[src/rtl/stopwatch_pkg.sv]
// Purpose: shared stopwatch mode type and encodings for control, datapath and display.
// Latency: none (types and constants only).
// Backpressure: none.
package stopwatch_pkg;

  typedef logic [1:0] mode_t;

  localparam mode_t MODE_RUN     = 2'd0;
  localparam mode_t MODE_PAUSED  = 2'd1;
  localparam mode_t MODE_ADJ_MIN = 2'd2;
  localparam mode_t MODE_ADJ_SEC = 2'd3;

endpackage

[src/rtl/stopwatch_ctrl_debouncer.sv]
// Purpose: 2-flop synchronizer, counting debouncer and rising-edge event for one raw button.
// Latency: 2 sync cycles + DB_CYCLES stable samples before the press event pulses.
// Backpressure: none; the event is a single-cycle pulse that is not held.
//
// Ports:
//   clk  - system clock
//   rst  - asynchronous active-high reset
//   btn  - raw, bouncy, asynchronous button input
//   rise - one-cycle pulse when the accepted level goes 0 -> 1
module debouncer #(
  parameter int DB_CYCLES = 500000
) (
  input  logic clk,
  input  logic rst,
  input  logic btn,
  output logic rise
);

  // The counter only needs to reach DB_CYCLES-1; the last mismatch accepts.
  localparam int CW = (DB_CYCLES > 1) ? $clog2(DB_CYCLES) : 1;
  localparam logic [CW-1:0] LAST = CW'(DB_CYCLES - 1);

  logic [1:0]    sync;
  logic [CW-1:0] cnt;
  logic          level;
  logic          accept;

  assign accept = (sync[1] != level) && (cnt == LAST);

  always_ff @(posedge clk or posedge rst) begin
    if (rst) begin
      sync  <= '0;
      cnt   <= '0;
      level <= 1'b0;
      rise  <= 1'b0;
    end else begin
      sync <= {sync[0], btn};
      // Registered edge: pulses in the same cycle the accepted level becomes 1.
      rise <= accept && sync[1];
      if (sync[1] != level) begin
        if (accept) begin
          level <= sync[1];
          cnt   <= '0;
        end else begin
          cnt <= cnt + 1'b1;
        end
      end else begin
        // Any sample matching the accepted level restarts the stability count.
        cnt <= '0;
      end
    end
  end

endmodule

[src/rtl/stopwatch_ctrl.sv]
// Purpose: stopwatch control FSM: debounced buttons, 1 Hz / 2 Hz ticks, inc/clear pulses, blink.
// Latency: pulse outputs are registered, one cycle after the tick or clear event.
// Backpressure: none; the datapath must accept every one-cycle pulse.
//
// Ports:
//   clk, rst          - system clock, asynchronous active-high reset
//   btn_pause, btn_clr - raw bouncy buttons
//   sw_sel            - 0 adjusts minutes, 1 adjusts seconds
//   sw_adj            - 1 enters adjust mode
//   inc_sec, inc_min  - one-cycle advance pulses to the datapath
//   clr               - one-cycle datapath clear pulse
//   mode              - RUN / PAUSED / ADJ_MIN / ADJ_SEC
//   blink             - 1 Hz, 50% duty display blink
module stopwatch_ctrl
  import stopwatch_pkg::*;
#(
  parameter int CLK_HZ    = 100000000,
  parameter int DB_CYCLES = 500000
) (
  input  logic  clk,
  input  logic  rst,
  input  logic  btn_pause,
  input  logic  btn_clr,
  input  logic  sw_sel,
  input  logic  sw_adj,
  output logic  inc_sec,
  output logic  inc_min,
  output logic  clr,
  output mode_t mode,
  output logic  blink
);

  localparam int PW = $clog2(CLK_HZ);
  localparam logic [PW-1:0] P_LAST = PW'(CLK_HZ - 1);
  localparam logic [PW-1:0] P_HALF = PW'(CLK_HZ / 2 - 1);

  logic          pause_ev;
  logic          clr_ev;
  logic [1:0]    sel_sync;
  logic [1:0]    adj_sync;
  logic [PW-1:0] presc;
  logic          t1;
  logic          t2;
  logic          paused;

  debouncer #(.DB_CYCLES(DB_CYCLES)) u_db_pause (
    .clk  (clk),
    .rst  (rst),
    .btn  (btn_pause),
    .rise (pause_ev)
  );

  debouncer #(.DB_CYCLES(DB_CYCLES)) u_db_clr (
    .clk  (clk),
    .rst  (rst),
    .btn  (btn_clr),
    .rise (clr_ev)
  );

  // Switches are levels, so a synchronizer is enough; no debounce needed.
  always_ff @(posedge clk or posedge rst) begin
    if (rst) begin
      sel_sync <= '0;
      adj_sync <= '0;
    end else begin
      sel_sync <= {sel_sync[0], sw_sel};
      adj_sync <= {adj_sync[0], sw_adj};
    end
  end

  // t1 once per second, t2 twice per second (half period and wrap).
  assign t1 = (presc == P_LAST);
  assign t2 = t1 || (presc == P_HALF);

  always_ff @(posedge clk or posedge rst) begin
    if (rst) begin
      presc <= '0;
    end else if (clr_ev || t1) begin
      presc <= '0;
    end else begin
      presc <= presc + 1'b1;
    end
  end

  // Pause toggles in every mode; while adjusting it only shows once sw_adj drops.
  always_ff @(posedge clk or posedge rst) begin
    if (rst) begin
      blink  <= 1'b0;
      paused <= 1'b0;
    end else begin
      if (t2)       blink  <= ~blink;
      if (pause_ev) paused <= ~paused;
    end
  end

  always_comb begin
    mode = MODE_RUN;
    if (adj_sync[1]) begin
      mode = sel_sync[1] ? MODE_ADJ_SEC : MODE_ADJ_MIN;
    end else if (paused) begin
      mode = MODE_PAUSED;
    end
  end

  // Clear wins over any coincident tick; only one inc output per mode.
  always_ff @(posedge clk or posedge rst) begin
    if (rst) begin
      inc_sec <= 1'b0;
      inc_min <= 1'b0;
      clr     <= 1'b0;
    end else begin
      clr     <= clr_ev;
      inc_sec <= 1'b0;
      inc_min <= 1'b0;
      if (!clr_ev) begin
        case (mode)
          MODE_RUN:     inc_sec <= t1;
          MODE_ADJ_MIN: inc_min <= t2;
          MODE_ADJ_SEC: inc_sec <= t2;
          default:      ;
        endcase
      end
    end
  end

endmodule
[config.mk]
export PLATFORM = sky130hd
export DESIGN_NAME = stopwatch_ctrl
export DESIGN_NICKNAME = d
export VERILOG_FILES = /design/src/rtl/stopwatch_pkg.sv /design/src/rtl/stopwatch_ctrl_debouncer.sv /design/src/rtl/stopwatch_ctrl.sv
export SDC_FILE = /design/constraint.sdc
export NUM_CORES = 1
export LEC_CHECK = 0
export CAP_MARGIN = 10
export CORE_MARGIN = 2
export CORE_UTILIZATION = 29
export DETAILED_ROUTE_END_ITERATION = 8
export GPL_TIMING_DRIVEN = 0
export SYNTH_ARGS = -nofsm -noshare
export SYNTH_HDL_FRONTEND = slang
export SYNTH_SLANG_ARGS = --single-unit
[constraint.sdc]
create_clock -name clk -period 4.9 [get_ports clk]
set_input_delay 1.225 -clock clk [delete_from_list [all_inputs] [get_ports clk]]
set_output_delay 1.225 -clock clk [all_outputs]
set_load 0.005 [all_outputs]
# Yosys cells after proc, flatten, opt, wreduce, memory -nomap -nowiden
# Index checks and enable logic that the tools add are counted.
op_classes:
  n_reduce_logical: 9
  n_addsub: 3
  bitwise_logic: 2
  order_cmp: 0
  mux: 12
  n_eq_ne: 8
  n_mul: 0
  shift: 0
  div: 0
ops:
  columns: ["cell", "n"]
  rows:
  - ["2-to-1 mux 19 bit", 4]
  - ["adder 19 x 1 -> 19 bit, second input constant", 2]
  - ["== test 19 bit, second input constant", 2]
  - ["adder 27 x 1 -> 27 bit, second input constant", 1]
  - ["== test 27 x 26 -> 1 bit, second input constant", 1]
  - ["== test 27 bit, second input constant", 1]
  - ["2-to-1 mux 27 bit", 1]
  - ["2-to-1 mux 1 bit", 5]
  - ["== test 2 bit, second input constant", 2]
  - ["logical AND 1 bit", 4]
  - ["AND reduction 2 bit", 2]
  - ["zero test 2 bit", 1]
  - ["logical OR 1 bit", 2]
  - ["2-to-1 mux 2 bit", 1]
  - ["!= test 1 bit", 2]
  - ["inverter 1 bit", 2]
  - ["one-hot mux 1 bit (2 select lines)", 1]
word_totals:
  output_inout_bits: 6
  ram_bits: 0
  register_bits: 82
  elab_cells: 50
  memories: 0
  input_bits: 6
  mem_bits_ro: 0
  latch_bits: 0

# Longest topological paths before layout
# Gate-level depths: netlist (run 1).
logic_depth:
  depth_word: 5
  mapped_depth: 7
  depth_no_buf: 5

# Modules after synthesis
# A second synthesis (run 1) with hierarchy kept.
hier_totals:
  cells_unflattened: 404
  hier_area_um2: 4199.0
modules_own_cells:
  columns: ["mod", "cells_each", "area_each_um2", "instances", "seq_area_each_um2"]
  rows:
  - ["debouncer", 103, 1127.3, 2, 575.6]
  - ["stopwatch_ctrl", 198, 1944.4, 1, 900.9]

# Worst setup path before layout (run 1)
# No wires, ideal clock.
synth_path:
  kind: "flip-flop to output port"
  from: "register adj_sync[1]"
  to: "output port mode[0]"
  stages_incl_launch_ff: 2
  required_ns: 3.675
  t_arrival_ns: 0.716
  path_buffers: 0
  setup_slack_ns: 2.959
  path_cell_list: "dfrtp_1 > mux2_2"
synth_via:
  elab_chain_len: 1
synth_rtl:
  columns: ["item", "line_no", "text"]
  rows:
  - ["start: declaration", "stopwatch_ctrl.sv:40", "logic [1:0] adj_sync;"]
  - ["start signal: assignment", "stopwatch_ctrl.sv:67", "adj_sync <= {adj_sync[0], sw_adj};"]
  - ["2-to-1 mux 2 bit", "stopwatch_ctrl.sv:98", "if (adj_sync[1]) begin"]
  - ["end: declaration", "stopwatch_ctrl.sv:29", "output mode_t mode,"]
# Every way passes these cells.

# Final worst setup path (run 1)
# Ends and elaborated chain as after synthesis.

==> results of run 1 <==
-- sequential cells by signal, indices dropped and copies added, names as in the netlist --
signal and count:
presc 27, u_db_clr.cnt 19, u_db_pause.cnt 19, adj_sync 2
sel_sync 2, u_db_clr.sync 2, u_db_pause.sync 2, blink 1
clr 1, inc_min 1, inc_sec 1, paused 1
u_db_clr.level 1, u_db_clr.rise 1, u_db_pause.level 1, u_db_pause.rise 1
-- cells in the final DEF (no fill, tap or decap), types with 2 or more instances in the layout --
| cell type | n |
|---|---|
| nand3_1 | 24 |
| and4_1 | 8 |
| or3_1 | 17 |
| nand2_1 | 24 |
| ha_1 | 3 |
| o21ai_1 | 2 |
| a21oi_2 | 3 |
| clkbuf_1 | 6 |
| buf_6 | 2 |
| buf_4 | 2 |
| nor4_1 | 5 |
| nor3_1 | 8 |
| xor2_1 | 22 |
| inv_1 | 8 |
| nor2_1 | 46 |
| inv_6 | 2 |
| buf_2 | 3 |
| a21oi_1 | 20 |
| nor4b_1 | 5 |
| and3_1 | 5 |
| and3b_1 | 2 |
| and2_1 | 2 |
| clkbuf_8 | 2 |
| dfrtp_1 | 82 |
| nand4_1 | 16 |
| or4bb_1 | 3 |
| mux2_2 | 3 |
| o31ai_1 | 6 |
| clkdlybuf4s50_1 | 11 |
| o21ai_0 | 17 |
| xnor2_1 | 18 |
| or4_1 | 12 |
| clkbuf_16 | 9 |
-- layout make-up --
cell class / instances / area share
inverters: 9 / 0.00785
plain buffers: 14 / 0.0195
multi-input cells: 282 / 0.383
flip-flops and latches: 82 / 0.444
clock buffers: 11 / 0.0547
repair buffers: 12 / 0.0298
well taps: 176 / 0.0477
clock inverters: 5 / 0.0130
-- how the worst min path moves through the flow --
stage,endpoint,from,slack [ns],cells after the start
5_1_grt,sel_sync[1],sel_sync[0],0.36,0
3_3_place_gp,u_db_clr.sync[1],u_db_clr.sync[0],0.34,0
4_1_cts,u_db_pause.sync[1],u_db_pause.sync[0],0.35,0
3_5_place_dp,u_db_pause.sync[1],u_db_pause.sync[0],0.34,0
6_report,u_db_pause.sync[1],u_db_pause.sync[0],0.35,0
2_1_floorplan,adj_sync[1],adj_sync[0],0.33,0
-- power breakdown --
group	switching, mW	internal (mW)	leakage, nW
Clock	0.279	0.425	0.153
Sequential	0.00663	0.684	1.11
Combinational	0.0242	0.0139	0.587
Total	0.310	1.12	1.85
-- kinds of logic after synthesis --
| group | after synthesis | synth area share |
|---|---|---|
| DFF | 82 | 0.520 |
| muxes | 3 | 0.00856 |
| buffers and inverters | 23 | 0.0314 |
| adders and majority gates | 3 | 0.00951 |
| and+or+nand+nor | 184 | 0.263 |
| AOI/OAI and AO/OA | 52 | 0.0790 |
| xor gates and xnor gates | 40 | 0.0888 |
-- stage by stage --
step / cell area (µm²) / total power, mW
2_1_floorplan: 3950 / 0.725
3_3_place_gp: 4280 / 0.740
3_5_place_dp: 4310 / 0.744
4_1_cts: 4620 / 1.46
5_1_grt: 4620 / 1.49
6_report: 4620 / 1.43
-- layer usage --
metal	part of all wire	wire length [µm]	vias up
met5	0	0	-
met4	0.013	102	0
met3	0.029	224	9
li1	-	-	1442
met2	0.49	3810	34
met1	0.47	3650	1472
==> run_results.csv, run 1 <==
group,metric,value,unit
outcome,outcome,"complete, no violations",
layout,fin_util,0.349,
sta,final.setup.tns,0,ns
sta,timing.final.crit_period,2.85,ns
cts,cts_buffers,9,
place,place_ws,2.39,ns
global_route,grt_busiest_layer,"met2",
critical_path,rr_startpoint,"u_db_pause.cnt[0]",
layout,drive_above_1_share,0.0916,
cts,cts_resized,0,
logic_synthesis,synth_top_area_cell,"dfrtp_1",
logic_synthesis,synth-edff-count,0,
logic_synthesis,synth_seq_cells,82,
sta,timing.final.hold_violations,0,
place,dp_cells,575,
critical_path,crit_fanout,5,
global_route,grt_pass1_vias,2927,
cts,insertion_delay,0.34,ns
job,maxCapViolations,0,
global_route,grt_use_met2,0.191,
sta,min_period_over_period,0.581,
cts,hold_buffers,0,
critical_path,startpoint_type,"flip-flop",
critical_path,cpPeakStageDelay,0.47,ns
die,io_pins,12,
logic_synthesis,syn_area_per_cell,10.2,µm²
die,rows,42,
logic_synthesis,syn_area,3950,µm²
sta,rsz0062_at_grt,"false",
critical_path,reg2reg_depth,7,
sta,tightest_slew,0.719,ns
global_route,use_met1,0.146,
power_and_ir_drop,p_leak,1.85,nW
global_route,grt_usage,0.117,
logic_synthesis,syn_nets,396,
cts,cts.sinks,82,
route,wl,7790,µm
layout,fill_cells,1369,
logic_synthesis,synth_cells,387,
sta,setup_viol,0,
route,antenna_left,0,
logic_synthesis,synthTopCellsByArea,"dfrtp_1 (52%), xor2_1 (4.9%), nor2_1 (4.4%)",
critical_path,slowest_stage,"dfrtp_1",
global_route,grt_pass1_wl,13700,µm
logic_synthesis,synthArstFlopShare,1.00,
place,dp_hpwl,5330,µm
sta,slew_headroom,0.517,
logic_synthesis,ys_top_cells_by_count,"dfrtp_1 (82), nor2_1 (46), nand2_1 (24), nand3_1 (24), xor2_1 (22)",
min_path,min_path_type,"flip-flop to flip-flop",
route,drc,0,
logic_synthesis,yosysUniqueCellTypes,41,
cts,path_clk_slew,0.07,ns
die,core_area,13200,µm²
layout,antenna_cells,0,
cts,clk_path_buf_depth,2,
layout,multiInputGateArea,1770,µm²
power_and_ir_drop,power_density,310,nW/µm²
die,die-area,14600,µm²
logic_synthesis,yosysSeqAreaShare,0.520,
sta,setup_ws,2.05,ns
die,die_h,121,µm
critical_path,worstReg2RegEnd,"u_db_pause.cnt[9]",
logic_synthesis,synth-main-ff-cell,"dfrtp_1",
route,drt-pass1-iter-count,4,
die,start_util,0.298,
cts,cts_tree,"yes",
route,drt-vias-per-instance,5.00,
critical_path,critPathKind,"flip-flop to output pin",
critical_path,critPathTopFamily,"flip-flops",
place,place_congestion,0.813,
critical_path,crit_start,"adj_sync[1]",
power_and_ir_drop,ir_worst_vdd,0.000150,V
sta,slew_viol_final,0,
logic_synthesis,yosysMostFrequentCell,"dfrtp_1",
logic_synthesis,yosysWarnings,0,
cts,cts_root_buf,"clkbuf_16",
critical_path,arrival,1.62,ns
global_route,grt_max_degree,61,
critical_path,cp.required,3.67,ns
critical_path,reg2reg_slack,2.56,ns
critical_path,cp.depth,2,
layout,nNetsFinal,419,
global_route,grt_util_met3,0.0330,
sta,whs,0.348,ns
route,dr.first_iter.drc_count,202,
route,vias,2957,
critical_path,cp_num_buf_inv,1,
cts,post_cts_buffers,0,
sta,finClkSkew,0.00825,ns
critical_path,crit_path_end_kind,"output pin",
place,io_buffers,11,
die,fp.dieW,121,µm
global_route,antenna_found_initial,0,
layout,seq_area,2050,µm²
route,wl_per_cell,13.2,µm
layout,area_delta_synth_final,17.1,%
layout,instances_no_fill,591,
global_route,globalRoute.totalOverflow,0,
logic_synthesis,yosysTopAreaCellShare,0.520,
cts,h-tree-depth,3,
critical_path,path_cells,"mux2_2 -> clkdlybuf4s50_1",
sta,fmax,351,MHz
critical_path,crit_end,"mode[0]",
No activity file was read; power rests on OpenSTA's default activity.
==> run 2, diff against run 1 <==
- clock period: 4.9 -> 2.6 ns (I/O delays scaled with it)
==> run 2 against run 1 <==
Against the previous run: hold slack hardly changed; core utilization grew 0.15 points; global-route usage fell by 0.16 points; wire length down 2.7%; critical endpoint is now inc_min; setup slack worse by 1.8 ns; clock power grew 93%.
==> run_results.csv, run 2 (same netlist as run 1, synthesis figures left out) <==
group,metric,value,unit
sta,timing.final.hold_violations,0,
route,drc,0,
sta,whs,0.348,ns
route,drt-pass1-iter-count,4,
cts,path_clk_slew,0.06,ns
layout,layout_common_cells,"dfrtp_1 (82), nor2_1 (46), nand2_1 (24), nand3_1 (24), xor2_1 (22)",
sta,tightest_slew,0.679,ns
route,dr.first_iter.drc_count,121,
route,drt-vias-per-instance,4.97,
power_and_ir_drop,power,2.74,mW
global_route,grt_pass1_wl,13600,µm
power_and_ir_drop,power_density,591,nW/µm²
global_route,globalRoute.totalOverflow,0,
critical_path,arrival,2.50,ns
sta,min_period_over_period,0.888,
layout,layout_commonest_cell,"dfrtp_1",
job,maxCapViolations,0,
sta,setup_viol,0,
layout,top_register,"presc",
layout,largest_reg_flops,27,
critical_path,cp.required,2.79,ns
sta,timing.final.crit_period,2.31,ns
sta,finClkSkew,0.00622,ns
die,io_pins,12,
critical_path,startpoint_type,"flip-flop",
place,dp_hpwl,5250,µm
power_and_ir_drop,ir_worst_vdd,0.000365,V
critical_path,crit_path_end_kind,"flip-flop",
cts,cts_tree,"yes",
route,antenna_left,0,
sta,fmax,433,MHz
critical_path,crit_fanout,5,
cts,cts_root_buf,"clkbuf_16",
layout,fill_cells,1342,
route,wl_per_cell,12.8,µm
place,place_ws,0.253,ns
die,rows,42,
global_route,grt_pass1_vias,2853,
cts,hold_buffers,0,
power_and_ir_drop,p_leak,1.85,nW
min_path,min_path_type,"flip-flop to flip-flop",
sta,slew_viol_final,0,
global_route,grt_use_met2,0.180,
critical_path,critPathKind,"flip-flop to flip-flop",
die,core_area,13200,µm²
global_route,grt_usage,0.116,
layout,multiInputGateArea,1770,µm²
route,vias,2944,
global_route,antenna_found_initial,0,
layout,seq_area,2050,µm²
sta,final.setup.tns,0,ns
die,fp.dieW,121,µm
layout,drive_above_1_share,0.0913,
place,place_area,4320,µm²
cts,cts_buffers,9,
outcome,outcome,"complete, no violations",
die,start_util,0.298,
sta,rsz0062_at_grt,"false",
place,io_buffers,11,
die,die-area,14600,µm²
global_route,grt_busiest_layer,"met2",
cts,clk_path_buf_depth,2,
cts,post_cts_buffers,0,
cts,h-tree-depth,3,
global_route,grt_max_degree,44,
layout,antenna_cells,0,
sta,setup_ws,0.291,ns
sta,slew_headroom,0.545,
global_route,use_met1,0.157,
cts,insertion_delay,0.34,ns
die,die_h,121,µm
cts,cts.sinks,82,
layout,area_delta_synth_final,17.6,%
layout,nNetsFinal,420,
route,wl,7580,µm
cts,cts_resized,0,
place,place_congestion,0.824,
layout,stdcell_area,4640,µm²
layout,reg.largest.list,"presc: 27 flops, u_db_clr.cnt: 19 flops, u_db_pause.cnt: 19 flops",
global_route,grt_util_met3,0.0344,
run 2: cell count changes in the layout (fill, tap and decap cells not counted):
cell	delta
buf_12	+2
buf_16	-1
bufinv_16	+1
clkbuf_1	+1
clkbuf_8	-2
clkinv_4	+1
clkinvlp_4	+1
inv_4	-1
inv_6	-1
run 2: power breakdown:
part | total [mW] | leakage, nW | internal, mW | switching, mW
Clock | 1.36 | 0.153 | 0.845 | 0.519
Sequential | 1.30 | 1.11 | 1.29 | 0.0121
Combinational | 0.0742 | 0.589 | 0.0280 | 0.0462
Total | 2.74 | 1.85 | 2.16 | 0.577
run 2: routing by layer:
metal,routed length [µm],share of wire
met2,3530,0.47
met4,93,0.012
met1,3670,0.48
met3,277,0.037
met5,0,0
run 2: path summary, 6_finish.rpt:
kind / cells past startpoint / startpoint / slack [ns] / endpoint
setup / recovery: 4 / presc[11] / 0.29 / inc_min
hold / removal: 0 / u_db_pause.sync[0] / 0.35 / u_db_pause.sync[1]
setup reg to reg: 4 / presc[11] / 0.29 / inc_min
hold reg to reg: 0 / u_db_pause.sync[0] / 0.35 / u_db_pause.sync[1]
max in group asynchronous: 4 / rst / 1.41 / u_db_clr.cnt[15]
min in group asynchronous: 3 / rst / 0.71 / u_db_pause.cnt[6]
run 2: stage by stage:
| step | instances | utilization |
|---|---|---|
| global route | 592 | 0.350 |
| global placement | 574 | 0.323 |
| floorplan | 387 | - |
| detailed placement | 576 | 0.326 |
| finish | 592 | 0.350 |
| CTS | 592 | 0.350 |
run 2: cell type report:
type / instances / area share
flip-flops and latches: 82 / 0.442
multi-input cells: 282 / 0.382
clock buffers: 10 / 0.0494
well taps: 176 / 0.0475
repair buffers: 13 / 0.0324
clock inverters: 6 / 0.0194
plain buffers: 14 / 0.0194
inverters: 9 / 0.00809
run 2: worst max-delay path: stages, from the launching register on:
cell	delay, ns
dfrtp_1	0.43
or4_1	0.54
nor4_1	0.49
o21ai_1	0.26
nor4b_1	0.44
==> run 3, diff against run 2 <==
- CTS_BUF_LIST: default -> sky130_fd_sc_hd__clkbuf_8
==> run 3 against run 2 <==
Against the previous run: clock power decreased by 25%; power decreased by 12%; register-to-register slack improved by 0.02 ns; critical path type is now flip-flop to output pin.
==> run_results.csv, run 3 (same netlist as run 1, synthesis figures left out) <==
group,metric,value,unit
outcome,outcome,"complete, no violations",
critical_path,crit_path_end_kind,"output pin",
die,die_h,121,µm
power_and_ir_drop,power.internal,1.86,mW
critical_path,cp_num_buf_inv,1,
cts,path_clk_slew,0.09,ns
critical_path,startpoint_type,"flip-flop",
critical_path,critPathKind,"flip-flop to output pin",
global_route,grt_max_degree,44,
cts,insertion_delay,0.36,ns
die,io_pins,12,
power_and_ir_drop,p_clk_frac,0.427,
global_route,globalRoute.totalOverflow,0,
critical_path,path_cells,"mux2_2 -> clkdlybuf4s50_1",
global_route,grt_usage,0.116,
critical_path,critPathTopFamily,"flip-flops",
die,start_util,0.298,
power_and_ir_drop,p_switching,0.541,mW
sta,min_period_over_period,0.891,
layout,fin_util,0.343,
min_path,min_path_type,"flip-flop to flip-flop",
power_and_ir_drop,ir_worst_vdd,0.000337,V
power_and_ir_drop,combPwrFrac,0.031,
sta,setup_viol,0,
layout,area_delta_synth_final,15.0,%
die,fp.dieW,121,µm
layout,layout_common_cells,"dfrtp_1 (82), nor2_1 (46), nand2_1 (24), nand3_1 (24), xor2_1 (22)",
die,rows,42,
layout,drive_above_1_share,0.0913,
critical_path,arrival,1.67,ns
cts,cts.sinks,82,
route,vias,2935,
global_route,antenna_found_initial,0,
die,die-area,14600,µm²
route,drt-vias-per-instance,4.96,
global_route,grt_util_met3,0.0344,
route,antenna_left,0,
power_and_ir_drop,p_seq_frac,0.542,
power_and_ir_drop,p_leak,1.81,nW
sta,slew_headroom,0.548,
place,dp_hpwl,5250,µm
critical_path,slowest_stage,"dfrtp_1",
layout,layout_commonest_cell,"dfrtp_1",
sta,timing.final.crit_period,2.32,ns
layout,largest_reg_flops,27,
cts,cts_root_buf,"clkbuf_8",
global_route,grt_pass1_wl,13600,µm
job,maxCapViolations,0,
layout,antenna_cells,0,
die,core_area,13200,µm²
sta,finClkSkew,0.0122,ns
place,io_buffers,11,
sta,timing.final.hold_violations,0,
critical_path,cp.required,1.95,ns
layout,top_register,"presc",
global_route,grt_busiest_layer,"met2",
critical_path,crit_fanout,5,
cts,cts_resized,0,
cts,cts_tree,"yes",
cts,cts_buffers,9,
sta,fmax,432,MHz
cts,post_cts_buffers,0,
place,place_congestion,0.824,
cts,h-tree-depth,3,
sta,slew_viol_final,0,
route,drc,0,
power_and_ir_drop,power_density,528,nW/µm²
layout,nNetsFinal,420,
route,drt-pass1-iter-count,5,
route,wl,7610,µm
route,wl_per_cell,12.9,µm
sta,rsz0062_at_grt,"false",
sta,tightest_slew,0.674,ns
route,dr.first_iter.drc_count,113,
global_route,grt_use_met2,0.181,
layout,reg.largest.list,"presc: 27 flops, u_db_clr.cnt: 19 flops, u_db_pause.cnt: 19 flops",
global_route,use_met1,0.156,
critical_path,cpPeakStageDelay,0.48,ns
global_route,grt_pass1_vias,2864,
cts,hold_buffers,0,
sta,final.setup.tns,0,ns
power_and_ir_drop,switching_share,0.226,
cts,clk_path_buf_depth,2,
sta,whs,0.353,ns
[run 3: changes by cell type in the layout (fill, tap and decap cells not counted), sizes merged]
cell	delta
clkbuf	-1
inv	+1
[run 3: final cells by class]
cell class              count  area (µm²)
clock buffers               9         124
fillers                  1360        8700
repair buffers             13         150
clock inverters             7        93.8
well taps                 176         220
plain buffers              14        90.1
inverters                   9        37.5
flip-flops and latches     82        2050
multi-input cells         282        1770
[run 3: path summary, 6_finish.rpt]
path	start	end	slack, ns	cells after the start
setup reg to reg	u_db_pause.cnt[0]	u_db_pause.cnt[14]	0.31	7
min in group asynchronous	rst	clr	0.68	3
hold / removal	u_db_clr.sync[0]	u_db_clr.sync[1]	0.35	0
hold reg to reg	u_db_clr.sync[0]	u_db_clr.sync[1]	0.35	0
setup / recovery	adj_sync[1]	mode[0]	0.28	2
max in group asynchronous	rst	u_db_clr.cnt[3]	1.44	4
[run 3: metrics by stage]
step	setup WS [ns]	power [mW]	std cells	instance area [µm²]
floorplan	0.661	1.37	387	3950
global placement	0.0472	1.39	574	4280
detailed placement	0.253	1.40	576	4320
CTS	0.241	2.44	592	4540
global route	0.0845	2.51	592	4540
finish	0.283	2.40	592	4540
[run 3: power groups by stage]
stage	sequential (mW)	clock (mW)	combinational, mW
3_5_place_dp	1.33	0	0.0775
6_report	1.30	1.02	0.0740
3_3_place_gp	1.33	0	0.0688
4_1_cts	1.30	1.06	0.0780
5_1_grt	1.30	1.12	0.0868
2_1_floorplan	1.32	0	0.0450
[run 3: per-layer routing]
| metal | part of all wire | wire length (µm) |
|---|---|---|
| met2 | 0.46 | 3520 |
| met1 | 0.49 | 3690 |
| met5 | 0 | 0 |
| met4 | 0.015 | 114 |
| met3 | 0.038 | 287 |
